## config.mk

```make
export PLATFORM = sky130hd
export DESIGN_NAME = reg_scoreboard
export DESIGN_NICKNAME = d
export VERILOG_FILES = /design/src/rtl/reg_scoreboard.sv
export SDC_FILE = /design/constraint.sdc
export NUM_CORES = 1
export LEC_CHECK = 0
export CORE_MARGIN = 5
export CORE_UTILIZATION = 58
export CTS_CLUSTER_SIZE = 25
export DETAILED_ROUTE_END_ITERATION = 12
export PLACE_DENSITY = 0.86
export SLEW_MARGIN = 20
export SYNTH_ARGS = -nofsm -noshare
export SYNTH_HDL_FRONTEND = slang
export SYNTH_SLANG_ARGS = --single-unit
export TNS_END_PERCENT = 20
```

## constraint.sdc

```tcl
create_clock -name clk -period 7.4 [get_ports clk]
set_input_delay 1.48 -clock clk [delete_from_list [all_inputs] [get_ports clk]]
set_output_delay 1.48 -clock clk [all_outputs]
set_load 0.005 [all_outputs]
```

## src/rtl/reg_scoreboard.sv

```systemverilog
// Pending-write scoreboard for the 8-entry register file: counts in-flight
// producers per register and raises the decode stall on RAW or counter-full hazards.
module reg_scoreboard #(
  parameter int CNT_W     = 2,
  parameter bit WB_BYPASS = 1'b1
) (
  input  logic       clk,
  input  logic       rst_n,
  input  logic       issue_valid,
  input  logic [2:0] issue_rs_sel,
  input  logic       issue_rs_used,
  input  logic [2:0] issue_rt_sel,
  input  logic       issue_rt_used,
  input  logic [2:0] issue_rd_sel,
  input  logic       issue_rd_write,
  input  logic       wb_valid,
  input  logic [2:0] wb_sel,
  input  logic       flush,
  output logic       issue_ack,
  output logic       stall,
  output logic [7:0] busy,
  output logic       err
);

  localparam logic [CNT_W-1:0] CNT_ZERO = '0;
  localparam logic [CNT_W-1:0] CNT_ONE  = CNT_W'(1);
  localparam logic [CNT_W-1:0] CNT_MAX  = '1;

  logic [CNT_W-1:0] cnt_view [8];
  logic [7:0]       underflow;
  logic             rs_hazard;
  logic             rt_hazard;
  logic             struct_hazard;
  logic             err_q;
  logic             err_d;

  // A lone producer retiring this cycle is forwarded by the register file.
  always_comb begin
    rs_hazard = issue_rs_used && (cnt_view[issue_rs_sel] != CNT_ZERO) &&
                !(WB_BYPASS && wb_valid && (wb_sel == issue_rs_sel) &&
                  (cnt_view[issue_rs_sel] == CNT_ONE));
    rt_hazard = issue_rt_used && (cnt_view[issue_rt_sel] != CNT_ZERO) &&
                !(WB_BYPASS && wb_valid && (wb_sel == issue_rt_sel) &&
                  (cnt_view[issue_rt_sel] == CNT_ONE));
    struct_hazard = issue_rd_write && (cnt_view[issue_rd_sel] == CNT_MAX) &&
                    !(wb_valid && (wb_sel == issue_rd_sel));
  end

  assign stall     = issue_valid & (rs_hazard | rt_hazard | struct_hazard | flush);
  assign issue_ack = issue_valid & ~stall;

  genvar gi;
  generate
    for (gi = 0; gi < 8; gi++) begin : g_reg
      logic [CNT_W-1:0] cnt_q;
      logic [CNT_W-1:0] cnt_d;
      logic             inc;
      logic             dec;

      assign inc = issue_ack & issue_rd_write & (issue_rd_sel == 3'(gi));
      assign dec = wb_valid & (wb_sel == 3'(gi)) & ~flush;

      always_comb begin
        cnt_d         = cnt_q;
        underflow[gi] = dec && (cnt_q == CNT_ZERO);
        if (flush) begin
          cnt_d = CNT_ZERO;
        end else if (inc && !dec) begin
          cnt_d = cnt_q + CNT_ONE;
        end else if (dec && !inc && (cnt_q != CNT_ZERO)) begin
          cnt_d = cnt_q - CNT_ONE;
        end
      end

      always_ff @(posedge clk or negedge rst_n) begin
        if (!rst_n) begin
          cnt_q <= CNT_ZERO;
        end else begin
          cnt_q <= cnt_d;
        end
      end

      assign cnt_view[gi] = cnt_q;
      assign busy[gi]     = (cnt_q != CNT_ZERO);
    end
  endgenerate

  assign err_d = err_q | (|underflow);

  always_ff @(posedge clk or negedge rst_n) begin
    if (!rst_n) begin
      err_q <= 1'b0;
    end else begin
      err_q <= err_d;
    end
  end

  assign err = err_q;

endmodule

```

==> flow_summary.yaml <==
run_status:
  run_status: "finished, final reports clean"
placement:
  gp_congestion: 0.945
  port_buffers: 30
  hpwlAfterDp_um: 3730
  place_ws_ns: 1.53
  placedInstanceArea_um2: 2110
global_route:
  maximum_number_of_pins_on_one_net_before_global_route_repair: 32
  grt_pass1_vias: 1793
  wire_length_of_the_first_global_routing_pass_um: 8360
  grt.total_usage: 0.249
  number_of_antenna_violations_at_the_first_check_in_global_routing: 0
  global_route.overflow_total: 0
cts:
  cts_hold_buf: 0
  clock_path_buffers: 2
  clk-insertion-delay-late_ns: 0.30
  cts_htree_levels: 1
  post_cts_resized: 0
  clkSinkCount: 17
  tritoncts.num_buffers: 3
  cts.clk_slew.worst_paths_ns: 0.11
  clock_root_buffer: "clkbuf_4"
  tritoncts: "built"
  postCtsSetupBuffers: 0
power:
  worst_ir_drop_vdd_v: 0.0000852
  cellLeakagePower_nw: 0.879
  seqPwrFrac: 0.466
  switching_share: 0.314
  switchingPower_w: 0.0000636
  power.share.combinational: 0.277
  p_per_area_nw_per_um2: 95.0
  power_frac_clock: 0.257
  intPower_w: 0.000139
drt:
  drt_iter0_markers: 183
  firstDrtPassIters: 4
  post-route-drc-count: 0
  detail_routed_via_count_per_cell: 6.44
  dr_total_vias: 1798
  wire_per_inst_um: 18.1
  drt.antenna.violating_nets: 0
  drt_wl_total_um: 5040
timing:
  setup_slack_ns: 1.52
  total_negative_slack_ns: 0
  report.final.slew_viol_count: 0
  number_of_hold_violations_in_the_final_report: 0
  post-route-min-period_ns: 5.88
  post-route-period-util: 0.795
  max_clock_freq_mhz: 170
  maxSlewHeadroom: 0.303
  clock-skew-final_ns: 0.00513
  worstMarginPinSlew_ns: 1.04
  unrepaired_setup_endpoints_after_global_routing: "no"
  setup-violations-final: 0
run:
  maxCapViolCount: 0
floorplan:
  num_io_pins: 31
  core_region_area_um2: 3050
  die_w_um: 66.2
  start_util: 0.601
  placement_rows: 20
  die_height_um: 66.2
  die_area_um2: 4390
final_layout:
  filler_cell_count: 274
  design.final.nets: 256
  n_antenna_cell: 0
  layout-area-overhead-vs-synth_pct: 16.5
  layout-drive-gt1-share: 0.119
  final_util: 0.700
  post_route_standard_cell_area_excluding_fillers_um2: 2140
synthesis:
  yosysWarningCount: 0
  synth_fa_ha_area_frac: 0
  synth_top_family_by_area: "simple AND/OR/NAND/NOR gates"
  ys_ff_latch: 17
  netlist_area_um2: 1830
  synth_compound_gate_area_share: 0.126
  synth.yosys.seq_area_share: 0.232
  synth_top_flop_cell: "dfrtp_1"
  post_synth_xor_area_fraction: 0.0382
  synth-async-reset-ratio: 1.00
  synth_nets: 234
  number_of_enable_type_register_cells_in_the_synthesized_netlist: 0
  postSynthCellCount: 214
  avgSynthCellArea_um2: 8.57
  synth_cell_type_count: 47
  yosys-mux-area-fraction: 0.183
  synth_simple_gate_area_frac: 0.359
hold_path:
  timing.hold.worst.class: "reg2reg"
critical_path:
  critical_path_required_ns: 5.92
  kind_of_start_point_of_the_critical_path: "input pin"
  timing_worst_setup_path_type: "in2out"
  critPathArrivalTime_ns: 4.40
  critical_path_peak_fanout: 15
  worstSetupEndpointType: "output port"
## cell usage after synthesis, drive strengths merged, types with 2 or more instances
library cell | instances | share of area
clkbuf | 6 | 0.012
mux2 | 9 | 0.061
mux2i | 5 | 0.027
nand4b | 5 | 0.024
xnor2 | 8 | 0.038
dfrtp | 17 | 0.23
nor2b | 4 | 0.014
mux4 | 7 | 0.094
a2111oi | 2 | 0.0096
nand4 | 9 | 0.041
nor3 | 15 | 0.041
o32ai | 4 | 0.027
or2 | 9 | 0.031
and2 | 7 | 0.024
nand2 | 13 | 0.027
o21ai | 7 | 0.019
nand2b | 6 | 0.020
and4b | 2 | 0.012
buf | 8 | 0.038
a21oi | 13 | 0.035
and4 | 4 | 0.019
nor2 | 25 | 0.051
nand3 | 9 | 0.031
inv | 6 | 0.012
## critical path: stages
cell	delay [ns]
clkdlybuf4s50_1	0.62
mux4_1	0.58
a2111oi_0	0.40
or3_1	0.55
nand3_1	0.13
nor2_1	0.12
clkdlybuf4s50_1	0.51
## power by group through the flow
stage / logic (W) / registers (W) / clock network [W]
6_report: 0.0000562 / 0.0000946 / 0.0000522
5_1_grt: 0.0000609 / 0.0000947 / 0.0000590
4_1_cts: 0.0000559 / 0.0000946 / 0.0000530
3_5_place_dp: 0.0000555 / 0.0000964 / 0
3_3_place_gp: 0.0000546 / 0.0000964 / 0
2_1_floorplan: 0.0000364 / 0.0000959 / 0
## cell families (layout without fill, tap and decap cells)
family,count (synthesis),in the layout
AO/OA/AOI/OAI,34,34
XOR/XNOR,8,8
buffers and inverters,20,41
flip-flops,17,17
multiplexers,21,21
AND/OR/NAND/NOR,114,114
## cell type report
cell class / instances / area [µm²] / share of cell area
tap: 44 / 55.1 / 0.0258
inverter: 6 / 22.5 / 0.0105
multi-input combinational: 177 / 1300 / 0.608
sequential: 17 / 425 / 0.199
clock buffer: 3 / 22.5 / 0.0105
timing repair buffer: 31 / 308 / 0.144
clock inverter: 1 / 5.00 / 0.00234
## registers in the layout, summed over array words and instances (netlist names)
signal and flops:
g.cnt_q 16, err 1
## through the flow
stage	instances	hold slack (ns)	total power, W
after floorplan	214	0.466	0.000132
after global placement	275	0.479	0.000151
after detailed placement	275	0.474	0.000152
after CTS	279	0.509	0.000203
after global routing	279	0.530	0.000215
final	279	0.505	0.000203
## cell usage in the layout (no fill, tap or decap), types with 2 or more instances in the layout
master / count
a21oi_1: 13
nand4_1: 6
o21ai_0: 7
o32ai_2: 2
nand2_1: 13
nand3_1: 8
clkbuf_4: 3
mux2_1: 6
and2_1: 7
inv_1: 6
or2_2: 9
mux2i_1: 5
nor2_1: 25
dfrtp_1: 17
mux4_2: 3
nor3_1: 14
o32ai_1: 2
and4_1: 4
nand4b_1: 5
a2111oi_0: 2
nand2b_1: 6
mux2_4: 3
clkdlybuf4s50_1: 30
nand4_2: 3
xnor2_1: 8
mux4_1: 4
nor2b_1: 4
## path summary, 6_finish.rpt
check	from	endpoint	slack, ns	cells after the start
worst min register to register	err	err	0.51	2
max in group asynchronous	rst_n	g_reg[0].cnt_q[1]	5.31	1
worst min-delay path	err	err	0.51	2
worst max register to register	g_reg[1].cnt_q[1]	g_reg[7].cnt_q[0]	4.71	5
min in group asynchronous	rst_n	g_reg[0].cnt_q[0]	1.61	1
worst max-delay path	issue_rs_sel[0]	issue_ack	1.52	7
## layer usage
layer | global-route usage | share of wire
met2 | 0.405 | 0.46
met3 | 0.0391 | 0.10
met4 | 0.0888 | 0.022
met5 | 0 | 0
met1 | 0.332 | 0.41
(Power assumes the default switching activity.)
